## src/rtl/wb_ext_sram_bridge.sv

```systemverilog
// Wishbone B3 classic 32-bit slave to 16-bit asynchronous SRAM bridge.
// Each word is split into a low then a high halfword phase. Each phase
// lasts WAIT_CYCLES+1 cycles. Every SRAM-facing output is registered.
module wb_ext_sram_bridge #(
    parameter int ADDR_WIDTH  = 27,
    parameter int WAIT_CYCLES = 2
) (
    input  logic                  clk,
    input  logic                  rst_n,
    input  logic [ADDR_WIDTH-1:0] wb_adr_i,
    input  logic [31:0]           wb_dat_i,
    input  logic [3:0]            wb_sel_i,
    input  logic                  wb_we_i,
    input  logic                  wb_cyc_i,
    input  logic                  wb_stb_i,
    input  logic [2:0]            wb_cti_i,
    input  logic [1:0]            wb_bte_i,
    output logic [31:0]           wb_dat_o,
    output logic                  wb_ack_o,
    output logic                  wb_err_o,
    output logic                  wb_rty_o,
    output logic [ADDR_WIDTH-2:0] sram_addr,
    output logic [15:0]           sram_dq_o,
    output logic                  sram_dq_oe,
    output logic                  sram_ce_n,
    output logic                  sram_oe_n,
    output logic                  sram_we_n,
    output logic                  sram_lb_n,
    output logic                  sram_ub_n,
    input  logic [15:0]           sram_dq_i
);

    typedef enum logic [1:0] {IDLE, LO, HI, ACK} state_t;

    localparam logic [3:0] CNT_LAST = 4'(WAIT_CYCLES);

    state_t                  state_q, state_d;
    logic [3:0]              cnt_q, cnt_d;
    logic                    abort_q, abort_d;
    logic [ADDR_WIDTH-1:2]   adr_q;
    logic [31:0]             dat_q;
    logic [3:0]              sel_q;
    logic                    we_q;

    logic [ADDR_WIDTH-1:2]   adr_src;
    logic [31:0]             dat_src;
    logic [3:0]              sel_src;
    logic                    we_src;
    logic                    accept;
    logic                    phase_last;
    logic                    abort_now;

    logic [ADDR_WIDTH-2:0]   addr_d;
    logic [15:0]             dq_o_d;
    logic [31:0]             dat_o_d;
    logic                    dq_oe_d, ce_d, oe_d, we_d, lb_d, ub_d, ack_d;

    // Classic-cycle only: burst tags and byte-lane address bits carry no meaning here.
    logic unused_bits;
    assign unused_bits = ^{wb_cti_i, wb_bte_i, wb_adr_i[1:0]};

    assign wb_err_o = 1'b0;
    assign wb_rty_o = 1'b0;

    assign accept     = wb_cyc_i & wb_stb_i;
    assign phase_last = (cnt_q == CNT_LAST);
    // A master dropping cyc at any point of a phase cancels the rest of the word.
    assign abort_now  = abort_q | ~wb_cyc_i;

    // In IDLE the outputs for the first phase are computed from the live bus,
    // afterwards from the latched request.
    assign adr_src = (state_q == IDLE) ? wb_adr_i[ADDR_WIDTH-1:2] : adr_q;
    assign dat_src = (state_q == IDLE) ? wb_dat_i : dat_q;
    assign sel_src = (state_q == IDLE) ? wb_sel_i : sel_q;
    assign we_src  = (state_q == IDLE) ? wb_we_i  : we_q;

    // Next-state and phase counter; empty halfword phases are skipped outright.
    always_comb begin
        // NOTE: every signal gets a default first so no path leaves it unassigned, which would infer a latch.
        state_d = state_q;
        cnt_d   = cnt_q;
        unique case (state_q)
            IDLE: begin
                cnt_d = 4'd0;
                if (accept) begin
                    if (|wb_sel_i[1:0])      state_d = LO;
                    else if (|wb_sel_i[3:2]) state_d = HI;
                    else                     state_d = ACK;
                end
            end
            LO: begin
                if (phase_last) begin
                    cnt_d = 4'd0;
                    if (abort_now)         state_d = IDLE;
                    else if (|sel_q[3:2])  state_d = HI;
                    else                   state_d = ACK;
                end else begin
                    cnt_d = cnt_q + 4'd1;
                end
            end
            HI: begin
                if (phase_last) begin
                    cnt_d   = 4'd0;
                    state_d = abort_now ? IDLE : ACK;
                end else begin
                    cnt_d = cnt_q + 4'd1;
                end
            end
            ACK: begin
                cnt_d   = 4'd0;
                state_d = IDLE;
            end
        endcase
        abort_d = ((state_d == LO) || (state_d == HI)) ? abort_now : 1'b0;
    end

    // Next values of the registered SRAM pins, derived from the state being entered.
    always_comb begin
        ce_d    = 1'b1;
        oe_d    = 1'b1;
        we_d    = 1'b1;
        lb_d    = 1'b1;
        ub_d    = 1'b1;
        dq_oe_d = 1'b0;
        addr_d  = sram_addr;
        dq_o_d  = sram_dq_o;
        ack_d   = (state_d == ACK);
        if ((state_d == LO) || (state_d == HI)) begin
            ce_d   = 1'b0;
            addr_d = {adr_src, (state_d == HI)};
            lb_d   = (state_d == HI) ? ~sel_src[2] : ~sel_src[0];
            ub_d   = (state_d == HI) ? ~sel_src[3] : ~sel_src[1];
            if (we_src) begin
                dq_oe_d = 1'b1;
                dq_o_d  = (state_d == HI) ? dat_src[31:16] : dat_src[15:0];
                // Strobe released on the last cycle of the phase to give data hold.
                we_d    = (cnt_d == CNT_LAST);
            end else begin
                oe_d = 1'b0;
            end
        end
    end

    // Read data capture on the final cycle of a read phase; skipped halves read as zero.
    always_comb begin
        dat_o_d = wb_dat_o;
        if (!we_q && phase_last && (state_q == LO)) begin
            dat_o_d[15:0] = sram_dq_i;
            if (sel_q[3:2] == 2'b00) dat_o_d[31:16] = 16'h0000;
        end
        if (!we_q && phase_last && (state_q == HI)) begin
            dat_o_d[31:16] = sram_dq_i;
            if (sel_q[1:0] == 2'b00) dat_o_d[15:0] = 16'h0000;
        end
        if ((state_q == IDLE) && (state_d == ACK) && !wb_we_i) dat_o_d = 32'h0;
    end

    // State, counter, request latch and all registered outputs.
    always_ff @(posedge clk or negedge rst_n) begin
        if (!rst_n) begin
            state_q    <= IDLE;
            cnt_q      <= 4'd0;
            abort_q    <= 1'b0;
            adr_q      <= '0;
            dat_q      <= 32'h0;
            sel_q      <= 4'h0;
            we_q       <= 1'b0;
            wb_dat_o   <= 32'h0;
            wb_ack_o   <= 1'b0;
            sram_addr  <= '0;
            sram_dq_o  <= 16'h0;
            sram_dq_oe <= 1'b0;
            sram_ce_n  <= 1'b1;
            sram_oe_n  <= 1'b1;
            sram_we_n  <= 1'b1;
            sram_lb_n  <= 1'b1;
            sram_ub_n  <= 1'b1;
        end else begin
            // NOTE: non-blocking assignments so every register samples pre-edge values regardless of statement order.
            state_q    <= state_d;
            cnt_q      <= cnt_d;
            abort_q    <= abort_d;
            if ((state_q == IDLE) && accept) begin
                adr_q <= wb_adr_i[ADDR_WIDTH-1:2];
                dat_q <= wb_dat_i;
                sel_q <= wb_sel_i;
                we_q  <= wb_we_i;
            end
            wb_dat_o   <= dat_o_d;
            wb_ack_o   <= ack_d;
            sram_addr  <= addr_d;
            sram_dq_o  <= dq_o_d;
            sram_dq_oe <= dq_oe_d;
            sram_ce_n  <= ce_d;
            sram_oe_n  <= oe_d;
            sram_we_n  <= we_d;
            sram_lb_n  <= lb_d;
            sram_ub_n  <= ub_d;
        end
    end

endmodule

```

## config.mk

```make
export PLATFORM = sky130hd
export DESIGN_NAME = wb_ext_sram_bridge
export DESIGN_NICKNAME = d
export VERILOG_FILES = /design/src/rtl/wb_ext_sram_bridge.sv
export SDC_FILE = /design/constraint.sdc
export NUM_CORES = 1
export LEC_CHECK = 0
export ABC_AREA = 0
export BUFFER_PORTS_ARGS = -buffer_cell sky130_fd_sc_hd__buf_2
export CORE_MARGIN = 2
export CORE_UTILIZATION = 50
export CTS_CLUSTER_SIZE = 14
export DETAILED_ROUTE_END_ITERATION = 12
export PLACE_DENSITY = 0.76
export REMOVE_ABC_BUFFERS = 1
export SYNTH_ARGS = -nofsm -noshare
export SYNTH_HDL_FRONTEND = slang
export SYNTH_SLANG_ARGS = --single-unit
export TNS_END_PERCENT = 5
```

## constraint.sdc

```tcl
create_clock -name clk -period 3.9 [get_ports clk]
set_input_delay 0.585 -clock clk [delete_from_list [all_inputs] [get_ports clk]]
set_output_delay 0.585 -clock clk [all_outputs]
set_load 0.02 [all_outputs]
```

# Word level (Yosys, flattened, before mapping)
# Cells that the tools add are included.
# word_totals
wordCells	87
register_bits	150
inputBits	89
out_inout_bits	83
# classes
muxes	32
add_sub_neg	1
reduce_logical	21
eq_ne	8
n_bitwise	7
# ops
operator	count
$mux W32	4
$mux W16	3
$mux W25	1
$mux W1	14
$mux W2	6
$reduce_or A2 Y1	5
$eq A2 B2 Y1 const B	4
$eq A4 B2 Y1 const B	2
$mux W4	2
$pmux W2 S4	1
$pmux W4 S2	1
$logic_and A1 B1 Y1	6
$logic_not A2 Y1	3
$reduce_bool A3 Y1	2
$not A1 Y1	5
$add A4 B1 Y4 const B	1
$eq A2 B1 Y1 const B	2
$reduce_and A2 Y1	2
$logic_not A1 Y1	2
$and A1 B1 Y1	1
$logic_or A1 B1 Y1	1
$or A1 B1 Y1	1

# Depth between registers and ports, before layout
# logic_depth
depth_word	10
ltp_mapped	14
depth_no_buf	9

# Worst setup path before layout
# OpenSTA, ideal clock, no wires.
# synth_timing
path_type	flip-flop to flip-flop
start	register cnt_q[0]
end	register sram_dq_o[0]
required_time_ns	3.775
t_arrival_ns	3.054
n_path_buf	3
setup_time_ns	0.125
path_stages_with_launch	12
synth_period_minus_slack_ns	3.178
path_slack_ns	0.722
path_cell_list	dfrtp_1 > inv_1 > ha_1 > or3b_1 > clkbuf_1 > or4_1 > o2111ai_1 > ha_1 > clkbuf_1 > nor2_2 > buf_2 > mux2_2
# synth_between
elab_chain_cells	6
word_cells_on_any_way	9
cone_classes	3 x eq/ne; 4 x mux; 2 x reduce/logical
# synth_rtl
item	line	text
start, declared	38	logic [3:0] cnt_q, cnt_d;
start signal, assigned	181	cnt_q <= cnt_d;
$eq A4 B2 Y1 *	66	assign phase_last = (cnt_q == CNT_LAST);
$mux W2 (on tied branches)	102, 92	
$pmux W2 S4 *	82	unique case (state_q)
$eq A2 B1 Y1 / $eq A2 B2 Y1 (equally long branches)	128, 135	
$logic_or A1 B1 Y1	128	if ((state_d == LO) || (state_d == HI)) begin
$reduce_and A2 Y1 (no line)	n/a	
end signal, assigned	192	sram_dq_o <= dq_o_d;
end, declared	23	output logic [15:0] sram_dq_o,
# Mark *: on every way between the ends. The rest lies on a longest branch, timed or not.
# A chain may end at the register's enable or synchronous reset.

# Final worst setup path
# layout_timing
start	register cnt_q[0]
end	register sram_dq_o[8]
# Same word-level chain as after synthesis.

==> out/qor.csv <==
metric;value;unit
rsz0062_at_grt;no;
pre_cts_ws;0.407;ns
routedWlPerCell;16.8;um
antenna_left;0;
dr.pass1.iters;5;
start_kind;register;
netlist_area;6580;um^2
r2r_start;cnt_q[0]$_DFF_PN0_;
post-cts-setup-buffers;0;
fmax;282;MHz
synth_seq_cells;150;
layout.nets;856;
slew_viol_final;0;
max_cap_violations;0;
critical_path_arrival;3.85;ns
min_path_type;input pin to async pin;
start_util;51.7;%
drt_wl_total;15900;um
min_period_over_period;91.0;%
totalPowerFinal;7.49;mW
rows;41;
leakagePower;4.18;nW
timing.final.crit_period;3.55;ns
synth_commonest_cells;nand2_1 (213), dfrtp_1 (145), o21ai_0 (42);
maxSlewHeadroom;17.7;%
grt_antenna_before_repair;0;
syn_inst;610;
area_growth;23.0;%
r2r_slack;0.35;ns
n_fill_cell;1033;
cts_repair_resize_count;0;
seq_power_share;36.3;%
drive_gt1_share;32.3;%
setup_ws;0.350;ns
die_w;119;um
ir_worst_vdd;0.505;mV
vias_per_cell;5.47;
clock_path_buffers;2;
clockRootBuffer;clkbuf_16;
ys.flop_type;dfrtp_1;
worstSetupPathType;register to register;
clock-sinks;150;
yosysUniqueCellTypes;42;
ys_seq_area_share;57.1;%
cts_tree;built;
yosysMostFrequentCell;nand2_1;
required;4.20;ns
crit_path_end_kind;register;
h-tree-depth;4;
switching_share;38.6;%
track_usage;23.7;%
yosysTopAreaCellShare;55.1;%
ioPinCount;172;
cellPowerDensity;926;nW/um^2
io_buffers;162;
clk_latency;0.43;ns
route.detailed.drc;0;
coreArea;12700;um^2
dieArea;14100;um^2
avgSynthCellArea;10.8;um^2
yosysTopAreaCell;dfrtp_1;
final_hold_viol_count;0;
path_clk_slew;0.06;ns
synthArstFlopShare;100;%
status;finished clean;
routabilityCongestion;0.787;
drtIter0Drc;366;
setup_violations;0;
overflow;0;
grt_pass1_vias;5298;
grt_pass1_wl;26400;um
synth.area.top_cells;dfrtp_1 (55%), nand2_1 (12%), mux4_2 (6.2%);
yosysWarnings;0;
grt_max_degree;118;
die_h;119;um
timing.rr.end;sram_dq_o[8]$_DFFE_PN0P_;
p_int;4.60;mW
share_comb_of_total_power;42.4;%
diodes;0;
reg2reg_depth;8;
path_max_fanout;19;
numCtsBuffers;17;
vias;5165;
worst_pin_slew;1.23;ns
dp_hpwl;10500;um
fin_skew;0.0121;ns
synth_edf_count;0;
p_clk_share;21.3;%
power_switching;2.89;mW
cts_hold_buf;0;
[placed cells by master (no fill, tap or decap), drive strengths merged, types with 3 or more instances in the layout]
| master | synthesis | layout |
|---|---|---|
| nand2 | 213 | 213 |
| buf | 18 | 174 |
| dfrtp | 145 | 145 |
| o21ai | 43 | 43 |
| mux2i | 28 | 28 |
| clkbuf | 26 | 24 |
| mux4 | 18 | 18 |
| nand3 | 18 | 18 |
| mux2 | 17 | 17 |
| a21oi | 16 | 16 |
| a32o | 16 | 16 |
| nor2 | 7 | 7 |
| ha | 7 | 7 |
| inv | 6 | 6 |
| dfstp | 5 | 5 |
| clkinv | 0 | 4 |
| nand2b | 3 | 3 |
[worst max-delay path, cell delays in order (launching register included)]
cell and delay, ns:
dfrtp_1 0.41, inv_1 0.09, ha_1 0.18, or3b_1 0.46, or4_1 0.54, o2111ai_1 0.12, ha_1 0.92, mux4_2 0.43
mux2_2 0.29
[sequential cells by signal (all words and copies together), names as in the netlist, 2 cells and up]
register and flops:
dat_q 32, wb_dat_o 32, sram_addr 26, adr_q 25
sram_dq_o 16, cnt_q 4, sel_q 4, state_q 2
[worst max path at each step]
stage	startpoint	endpoint	slack [ns]	cells past startpoint
floorplan	state_q[1]$_DFF_PN0_	sram_dq_o[0]$_DFFE_PN0P_	-2.54	8
global placement	cnt_q[0]$_DFF_PN0_	sram_dq_o[5]$_DFFE_PN0P_	0.47	8
detailed placement	cnt_q[0]$_DFF_PN0_	sram_dq_o[8]$_DFFE_PN0P_	0.41	8
CTS	cnt_q[0]$_DFF_PN0_	sram_dq_o[8]$_DFFE_PN0P_	0.35	8
global route	cnt_q[0]$_DFF_PN0_	sram_dq_o[8]$_DFFE_PN0P_	0.13	8
finish	cnt_q[0]$_DFF_PN0_	sram_dq_o[8]$_DFFE_PN0P_	0.35	8
[stage by stage]
step | std cells | hold slack, ns | util, % | cell area [um^2] | TNS (ns)
after floorplan | 567 | 0.289 | - | 6370 | -193.39
after global placement | 913 | 0.452 | 59.1 | 7510 | 0
after detailed placement | 913 | 0.461 | 59.1 | 7510 | 0
after CTS | 945 | 0.350 | 63.6 | 8100 | 0
after global routing | 945 | 0.356 | 63.6 | 8100 | 0
final | 945 | 0.268 | 63.6 | 8100 | 0
[kinds of logic (layout without fill, tap and decap cells)]
group / after synthesis / after routing / synth area share [%]
adder cells (fa/ha/maj): 7 / 7 / 1.33
AND/OR/NAND/NOR: 253 / 253 / 15.9
other: 1 / 2 / 0.0570
AO/OA/AOI/OAI: 84 / 84 / 8.40
buffers and inverters: 50 / 212 / 3.56
multiplexers: 63 / 63 / 13.3
flip-flops: 150 / 150 / 57.1
XOR/XNOR: 2 / 2 / 0.266
[power by group through the flow]
| stage | clock network, mW | logic [mW] | registers, mW |
|---|---|---|---|
| after floorplan | 0 | 1.77 | 3.09 |
| after global placement | 0 | 3.08 | 2.67 |
| after detailed placement | 0 | 3.20 | 2.73 |
| after CTS | 1.62 | 3.22 | 2.72 |
| after global routing | 1.69 | 3.50 | 2.80 |
| final | 1.59 | 3.18 | 2.72 |
[area by class of cell]
class,instances,area [um^2],area share (%)
Multi-Input combinational cell,411,2610,32.2
Clock inverter,8,98.8,1.22
Inverter,6,22.5,0.278
Tap cell,172,215,2.66
Timing Repair Buffer,174,907,11.2
Sequential cell,150,3760,46.4
Clock buffer,24,482,5.95
[routing by layer]
layer,wire length (um),vias to the layer above,GRT usage [%]
li1,-,2373,-
met1,6510,2584,29.0
met2,7870,196,40.1
met3,1350,12,7.34
met4,143,0,7.66
met5,0,-,0
(Power assumes the default switching activity.)
